--- config.mk ---
export PLATFORM = sky130hd
export DESIGN_NAME = mem_access_unit
export DESIGN_NICKNAME = d
export VERILOG_FILES = /design/src/rtl/mem_access_unit.sv
export SDC_FILE = /design/constraint.sdc
export NUM_CORES = 1
export LEC_CHECK = 0
export CAP_MARGIN = 20
export CELL_PAD_IN_SITES_DETAIL_PLACEMENT = 1
export CELL_PAD_IN_SITES_GLOBAL_PLACEMENT = 1
export CORE_MARGIN = 1
export CORE_UTILIZATION = 27
export CTS_CLUSTER_DIAMETER = 120
export DETAILED_ROUTE_END_ITERATION = 10
export GPL_ROUTABILITY_DRIVEN = 0
export PLACE_DENSITY = 0.89
export SLEW_MARGIN = 20
export SYNTH_ARGS = -nofsm -noshare
export SYNTH_HDL_FRONTEND = slang
export SYNTH_SLANG_ARGS = --single-unit
--- constraint.sdc ---
create_clock -name clk -period 2.1 [get_ports clk]
set_input_delay 0.42 -clock clk [delete_from_list [all_inputs] [get_ports clk]]
set_output_delay 0.42 -clock clk [all_outputs]
set_load 0.02 [all_outputs]
--- src/rtl/mem_access_unit.sv ---
// Memory-stage access unit: decodes LDW/STW, checks word alignment, serves SPM accesses
// combinationally and runs bus accesses through a req/grant/ready FSM. Macro: MEM_BUS_TIMEOUT_EN.
module mem_access_unit #(
  parameter logic [2:0] SPM_TAG     = 3'b000,
  parameter logic [7:0] TIMEOUT_CYC = 8'd255
) (
  input  logic        clk,
  input  logic        reset,
  input  logic        stall_i,
  input  logic        flush_i,
  input  logic        ex_en_i,
  input  logic [1:0]  ex_mem_op_i,
  input  logic [31:0] ex_mem_wr_data_i,
  input  logic [31:0] ex_out_i,
  output logic [31:0] out_o,
  output logic        miss_align_o,
  output logic        busy_o,
  output logic        bus_err_o,
  output logic [29:0] spm_addr_o,
  output logic        spm_as_n_o,
  output logic        spm_rw_o,
  output logic [31:0] spm_wr_data_o,
  input  logic [31:0] spm_rd_data_i,
  output logic        bus_req_n_o,
  input  logic        bus_grnt_n_i,
  output logic [29:0] bus_addr_o,
  output logic        bus_as_n_o,
  output logic        bus_rw_o,
  output logic [31:0] bus_wr_data_o,
  input  logic [31:0] bus_rd_data_i,
  input  logic        bus_rdy_n_i
);

  localparam logic [1:0] OpLdw = 2'b01;
  localparam logic [1:0] OpStw = 2'b10;

  typedef enum logic [1:0] {StIdle, StReq, StAccess, StStall} state_e;

  state_e      state_q, state_d;
  logic [29:0] addr_q, addr_d;
  logic        rw_q, rw_d;
  logic [31:0] wdata_q, wdata_d;
  logic [31:0] rd_buf_q, rd_buf_d;

  logic is_ld, is_st, valid, aligned, to_spm;

  assign is_ld   = (ex_mem_op_i == OpLdw);
  assign is_st   = (ex_mem_op_i == OpStw);
  assign valid   = ex_en_i & (is_ld | is_st) & ~flush_i;
  assign aligned = (ex_out_i[1:0] == 2'b00);
  assign to_spm  = (ex_out_i[31:29] == SPM_TAG);

  assign miss_align_o  = valid & ~aligned;
  assign spm_addr_o    = ex_out_i[31:2];
  assign spm_rw_o      = is_ld;
  assign spm_wr_data_o = ex_mem_wr_data_i;

  // Holding registers only reach the bus once a transaction is under way.
  assign bus_addr_o    = (state_q != StIdle) ? addr_q  : 30'd0;
  assign bus_rw_o      = (state_q != StIdle) ? rw_q    : 1'b0;
  assign bus_wr_data_o = (state_q != StIdle) ? wdata_q : 32'd0;

`ifdef MEM_BUS_TIMEOUT_EN
  logic [7:0] cnt_q, cnt_d;
`else
  logic unused_timeout_cyc;
  assign unused_timeout_cyc = ^TIMEOUT_CYC;
`endif

  always_comb begin
    state_d     = state_q;
    addr_d      = addr_q;
    rw_d        = rw_q;
    wdata_d     = wdata_q;
    rd_buf_d    = rd_buf_q;
    out_o       = 32'd0;
    busy_o      = 1'b0;
    bus_err_o   = 1'b0;
    spm_as_n_o  = 1'b1;
    bus_req_n_o = 1'b1;
    bus_as_n_o  = 1'b1;
`ifdef MEM_BUS_TIMEOUT_EN
    cnt_d       = cnt_q;
`endif

    unique case (state_q)
      StIdle: begin
        if (!valid) begin
          out_o = ex_out_i;
        end else if (!aligned) begin
          out_o = 32'd0;
        end else if (to_spm) begin
          spm_as_n_o = 1'b0;
          out_o      = is_ld ? spm_rd_data_i : 32'd0;
        end else begin
          bus_req_n_o = 1'b0;
          busy_o      = 1'b1;
          out_o       = is_ld ? bus_rd_data_i : 32'd0;
          addr_d      = ex_out_i[31:2];
          rw_d        = is_ld;
          wdata_d     = ex_mem_wr_data_i;
          state_d     = StReq;
        end
      end

      StReq: begin
        bus_req_n_o = 1'b0;
        busy_o      = 1'b1;
        // A flush beats a same-cycle grant: no strobe is ever issued for it.
        if (flush_i) begin
          state_d = StIdle;
        end else if (!bus_grnt_n_i) begin
          bus_as_n_o = 1'b0;
          state_d    = StAccess;
`ifdef MEM_BUS_TIMEOUT_EN
          cnt_d      = 8'd0;
`endif
        end
      end

      StAccess: begin
        if (!bus_rdy_n_i) begin
          out_o    = rw_q ? bus_rd_data_i : 32'd0;
          rd_buf_d = bus_rd_data_i;
          state_d  = stall_i ? StStall : StIdle;
        end else begin
          bus_req_n_o = 1'b0;
          busy_o      = 1'b1;
`ifdef MEM_BUS_TIMEOUT_EN
          // cnt_q counts completed ACCESS cycles, so this is the TIMEOUT_CYC-th one.
          if (cnt_q == TIMEOUT_CYC - 8'd1) begin
            bus_err_o   = 1'b1;
            bus_req_n_o = 1'b1;
            busy_o      = 1'b0;
            state_d     = StIdle;
          end else begin
            cnt_d = cnt_q + 8'd1;
          end
`endif
        end
      end

      StStall: begin
        out_o = rd_buf_q;
        if (!stall_i) begin
          state_d = StIdle;
        end
      end

      default: state_d = StIdle;
    endcase
  end

  always_ff @(posedge clk) begin
    if (reset) begin
      state_q  <= StIdle;
      addr_q   <= 30'd0;
      rw_q     <= 1'b0;
      wdata_q  <= 32'd0;
      rd_buf_q <= 32'd0;
    end else begin
      state_q  <= state_d;
      addr_q   <= addr_d;
      rw_q     <= rw_d;
      wdata_q  <= wdata_d;
      rd_buf_q <= rd_buf_d;
    end
  end

`ifdef MEM_BUS_TIMEOUT_EN
  always_ff @(posedge clk) begin
    if (reset) begin
      cnt_q <= 8'd0;
    end else begin
      cnt_q <= cnt_d;
    end
  end
`endif

endmodule
==> qor.txt, run 1 <==
status = finished with violations
violated checks = negative setup slack
RSZ-0062 raised after global routing = true
First-pass DRT Iterations = 5
VDD IR max = 266 uV
syn avg cell area = 8.21 um^2
I/O pin cnt = 301
Root Driver = clkbuf_16
sw power = 1.58 mW
vias in the first global route = 8068
CP peak stage delay = 0.45 ns
post-DR wirelength/cell = 22.9 um
crit path time final = 2.50 ns
Final Hold Violating Endpoints = 0
post-synthesis sequential area ratio = 29.5%
Worst Setup End Kind = output port
delay-heaviest family, CP = simple AND/OR/NAND/NOR gates
setup violators final = 111
largest net degree at the start of global routing = 44
first-pass GRT wire length = 47100 um
Sequential Power Share = 36.5%
GR Overflow Total = 0
Worst Slack Setup Final = -0.401 ns
Yosys reg bits = 97
Vias = 7665
Finished Core Util = 51.9%
PwrDens = 416 mW/mm^2
Initial Util = 27.8%
Routed Antenna Nets = 0
Worst EP arrival = 2.08 ns
Fin Clk Skew = 0.00909 ns
Syn Inst Count = 801
antenna violations before repair = 1
Buf/Inv on CP = 4
WS Path Type = primary input to output port
Period Utilization, post-route = 119%
DR iter-0 viols = 483
clk slew on worst S/H paths = 0.08 ns
Max Slew Vio Count = 0
fmax = 0.400 GHz
worst path cell trace = buf_8, inv_6, ha_4, or3b_4, buf_12, or3_4, a22o_1, buf_6
Inserted Clock Buffers = 9
CTS max path bufs = 2
Req. time, crit path = 1.68 ns
Net Sw Frac = 30.8%
internal power = 3.54 mW
most common cell after layout, fill and taps aside = clkdlybuf4s50_1
share of layout cells above drive strength 1 = 34.9%
CP max-delay cell = or3b_4
Netlist cell types = 41
CP Max Fanout = 4
HPWL Detailed = 21800 um
Power Total = 5.11 mW
Rows = 56
Clk Latency, worst-skew pair = 0.35 ns
Post-layout nets = 1292
die width = 158 um
clock share of power = 32.1%
Hold WC Path Type = flop to flop
H-tree depth = 3
clock sink total = 97
DR vias/cell = 5.18
TritonCTS clock tree = yes
synthesized area = 0.00657 mm^2
die area = 0.0250 mm^2
combinational power share = 31.4%
CP Launch Type = primary input
area delta synth->final = 87.0%
core box area = 0.0237 mm^2
drt drc = 0
yosys warns = 0
Synthesized Nets = 939
Routed WL = 33900 um
Chip Height = 158 um
Leak = 4.51 nW
most frequent cells in the layout = clkdlybuf4s50_1, buf_4, nand2b_1
IO buf count = 299
max-cap violations = 0
gr usage total = 25.1%
==> through the flow <==
step	setup WS [ns]	hold slack, ns	cells	setup TNS (ns)	instance area [um^2]
after floorplan	-0.120	0.432	801	-1.82	6760
after global placement	-1.11	0.439	1396	-93.35	10500
after detailed placement	-1.13	0.449	1396	-97.87	10500
after CTS	-0.380	0.460	1465	-12.60	11700
after global routing	-0.464	0.488	1479	-33.39	12300
final	-0.401	0.461	1479	-24.92	12300
==> power by group through the flow <==
stage	logic (mW)	clock network, mW	registers (mW)
final	1.61	1.64	1.87
after global routing	1.68	1.76	1.87
after CTS	1.50	1.67	1.87
after detailed placement	1.35	0	1.91
after global placement	1.32	0	1.91
after floorplan	0.618	0	1.91
==> worst reg2reg max path, cell delays in order (launching register included) <==
cell and delay (ns):
dfxtp_4 0.36, buf_12 0.13, nor2_4 0.15, buf_6 0.13, buf_4 0.10, bufbuf_16 0.25
nor4b_4 0.21, buf_4 0.16, buf_12 0.15, buf_12 0.12, buf_16 0.11, mux2i_1 0.24
==> layer usage <==
metal	routed length, um	share of wire, %	vias to the layer above	track usage (%)
met1	13600	40	3771	29.5
met2	16900	50	365	43.4
met4	1140	3.4	0	11.4
li1	-	-	3452	-
met3	2210	6.5	77	5.64
met5	0	0	-	0
==> flip-flops by register name (all words and copies together) (netlist names) <==
| register | flops |
|---|---|
| addr_q | 30 |
| wdata_q | 32 |
| state_q | 2 |
| rw_q | 1 |
| rd_buf_q | 32 |
==> worst paths after layout <==
kind	startpoint	slack, ns	to	depth (start not counted)
worst max-delay path	ex_mem_op_i[1]	-0.40	bus_req_n_o	8
worst max register to register	state_q[0]$_SDFFE_PP0P_	-0.08	addr_q[14]$_SDFFE_PP0P_	11
worst min-delay path	rd_buf_q[7]$_SDFFE_PP0P_	0.46	rd_buf_q[7]$_SDFFE_PP0P_	2
worst min register to register	rd_buf_q[7]$_SDFFE_PP0P_	0.46	rd_buf_q[7]$_SDFFE_PP0P_	2
==> timing repair <==
item | 4_1_cts | 5_1_grt
pin swaps | 21 | 21
hold buffers | 0 | 0
endpoints found under the setup margin | 179 | 150
resized for setup | 484 | 176
setup buffers | 40 | 15
cloned | 14 | 5
==> final cells by class <==
| class | count | area [um^2] |
|---|---|---|
| clock buffers | 9 | 225 |
| multi-input cells | 562 | 4590 |
| repair buffers | 481 | 5060 |
| fillers | 2643 | 11400 |
| flip-flops and latches | 97 | 1950 |
| inverters | 3 | 16.3 |
| diodes | 1 | 2.50 |
| clock inverters | 7 | 53.8 |
| well taps | 319 | 399 |
==> synthesized netlist by cell type (all sizes together) <==
cell,n,area (um^2)
a22oi,18,135
a211oi,14,105
inv,3,11.3
nand2,80,300
o2111ai,4,35.0
nand4,1,6.26
or3b,2,17.5
nor3,2,15.0
a21oi,47,235
mux2i,77,771
conb,1,3.75
a22o,1,8.76
a31oi,4,25.0
o21ai,2,10.0
and2,2,12.5
or4,1,11.3
nand2b,126,788
o21a,1,7.51
o31a,18,158
a2111oi,1,27.5
dfxtp,97,1940
nand3,19,95.1
clkbuf,59,221
a221oi,15,131
buf,80,612
o211ai,28,210
nor2,5,18.8
nor3b,3,27.5
nor4bb,2,20.0
ha,1,12.5
or3,1,6.26
or2,1,6.26
nor2b,66,413
nor4b,19,173
==> cell families (layout without fill, tap and decap cells) <==
kind of cell	after synthesis	after routing	share of synthesized area, %
DFF	97	97	29.5
muxes	77	77	11.7
other	1	2	0.0571
AOI/OAI and AO/OA	153	153	16.6
buffers and inverters	142	500	12.8
adders and majority gates	1	1	0.190
and+or+nand+nor	330	330	29.1
Power figures use the tool's default switching activity.
==> run 2, diff against run 1 <==
- TNS_END_PERCENT: default -> 1
==> qor.txt, run 2 (synthesis gave the netlist of run 1 again) <==
CTS max path bufs = 2 (unchanged)
gr usage total = 22.4% (-2.7 points)
fmax = 0.410 GHz (+2.5%)
violated checks = negative setup slack
Worst Slack Setup Final = -0.341 ns (+0.0600 ns)
Final Hold Violating Endpoints = 0 (unchanged)
Rows = 56 (unchanged)
I/O pin cnt = 301 (unchanged)
First-pass DRT Iterations = 6 (+1)
Initial Util = 27.8% (unchanged)
reg2reg setup slack = 0.30 ns (+0.38 ns)
Clk Latency, worst-skew pair = 0.34 ns (about the same)
PwrDens = 457 mW/mm^2 (+9.9%)
most common cell after layout, fill and taps aside = clkdlybuf4s50_1
CP max-delay cell = nor3b_4
Power Total = 4.87 mW (-4.6%)
CP most frequent cell = buf_6
Routed WL = 28700 um (-15%)
clock sink total = 97 (unchanged)
Finished Core Util = 45.0% (-6.9 points)
die width = 158 um (unchanged)
antenna violations before repair = 1 (unchanged)
max-cap violations = 0 (unchanged)
DR vias/cell = 4.99 (-3.7%)
post-DR wirelength/cell = 20.3 um (-11%)
GR Overflow Total = 0 (unchanged)
setup violators final = 38 (-66%)
clk slew on worst S/H paths = 0.07 ns (about the same)
WS Path Type = primary input to output port
area delta synth->final = 62.2%
Root Driver = clkbuf_16
worst path cell trace = buf_6, inv_4, ha_4, buf_6, nor3b_4, buf_6, nand3_4, buf_12, o211ai_1, buf_4
Hold WC Path Type = flop to flop
depth of the most critical reg-to-reg path = 7 (-4)
Worst Setup SP = ex_mem_op_i[1]
crit path time final = 2.44 ns (-0.0600 ns)
vias in the first global route = 7436 (-7.8%)
fill cell count = 2752 (+4.1%)
status = finished with violations
Vias = 7059 (-7.9%)
drt drc = 0 (unchanged)
VDD IR max = 260 uV (-2.1%)
IO buf count = 299 (unchanged)
CP peak stage delay = 0.26 ns (-0.19 ns)
Chip Height = 158 um (unchanged)
largest net degree at the start of global routing = 89 (+100%)
WHS Path Cells = 2 (unchanged)
die area = 0.0250 mm^2 (unchanged)
Post-layout nets = 1227 (-5.0%)
r2r endpoint = wdata_q[8]$_SDFFE_PP0P_
core box area = 0.0237 mm^2 (unchanged)
Leak = 3.98 nW (-12%)
Buf/Inv on CP = 6 (+2)
Worst Setup End Kind = output port
Inserted Clock Buffers = 9 (unchanged)
first-pass GRT wire length = 42200 um (-10%)
Worst EP arrival = 2.02 ns (-0.06 ns)
CP Launch Type = primary input
dpl ws = -1.24 ns (-0.109 ns)
TritonCTS clock tree = yes
Max Slew Vio Count = 0 (unchanged)
Period Utilization, post-route = 116% (-2.9 points)
Largest regs = rd_buf_q (32), wdata_q (32), addr_q (30)
worst hold slack = 0.457 ns (-0.00445 ns)
Hold-fix buffers, CTS = 0 (unchanged)
Hold Crit Start = rd_buf_q[27]$_SDFFE_PP0P_
Fin Clk Skew = 0.00840 ns (-0.000688 ns)
HPWL Detailed = 21300 um (-2.2%)
H-tree depth = 3 (unchanged)
Routed Antenna Nets = 0 (unchanged)
delay-heaviest family, CP = buffers and inverters
Worst R2R Start = state_q[1]$_SDFFE_PP0P_
hold endpoint = rd_buf_q[27]$_SDFFE_PP0P_
DR iter-0 viols = 403 (-17%)
most frequent cells in the layout = clkdlybuf4s50_1, nand2b_1, buf_4
RSZ-0062 raised after global routing = true
Req. time, crit path = 1.68 ns (about the same)
share of layout cells above drive strength 1 = 22.6% (-12 points)
CP Max Fanout = 7 (+3)
## run 2: metrics by stage
stage | area (um^2) | TNS, ns | instances
detailed placement | 10300 | -96.14 | 1388
finish | 10700 | -8.41 | 1414
global placement | 10300 | -89.62 | 1388
global route | 10700 | -11.56 | 1414
floorplan | 6700 | -2.49 | 801
CTS | 10800 | -9.32 | 1413
## run 2: worst register-to-register path, cell delays in order, from the launching register on
cell     delay [ns]
dfxtp_2        0.33
buf_4          0.15
nor2_4         0.17
buf_12         0.18
nor4b_4        0.27
buf_12         0.21
buf_12         0.17
mux2i_1        0.24
## run 2: per-layer routing
layer	track usage, %	vias to the layer above	wire length (um)	share of wire (%)
met1	26.0	3415	11900	41
met4	9.39	0	958	3.3
met3	4.27	49	1670	5.8
li1	-	3309	-	-
met2	40.1	286	14200	50
met5	0	-	0	0
## run 2: power breakdown
| part | total (mW) | leakage [nW] | internal (mW) | switching, mW |
|---|---|---|---|---|
| clock | 1.65 | 0.140 | 0.851 | 0.800 |
| sequential | 1.87 | 0.783 | 1.85 | 0.0109 |
| combinational | 1.36 | 3.06 | 0.724 | 0.632 |
| total | 4.87 | 3.98 | 3.43 | 1.44 |
## run 2: final cells by class
type                    instances  area [um^2]  share of cell area, %
multi-input cells             562         4000                   37.5
clock inverters                 6         47.5                  0.446
inverters                       3         13.8                  0.129
repair buffers                416         4020                   37.7
clock buffers                  10          239                   2.24
flip-flops and latches         97         1950                   18.3
diodes                          1         2.50                 0.0235
well taps                     319          399                   3.74
## run 2: how the worst max path moves through the flow
stage	end	slack (ns)	cells past startpoint
after floorplan	busy_o	-0.12	6
after global placement	out_o[14]	-1.17	9
after detailed placement	out_o[29]	-1.24	8
after CTS	out_o[19]	-0.33	10
after global routing	out_o[10]	-0.40	10
final	out_o[10]	-0.34	10
## run 2: timing repair
item	4_1_cts	5_1_grt
pin swaps	15	6
setup endpoints to repair	180	95
gates cloned	5	0
setup buffers	4	0
resized for setup	351	56
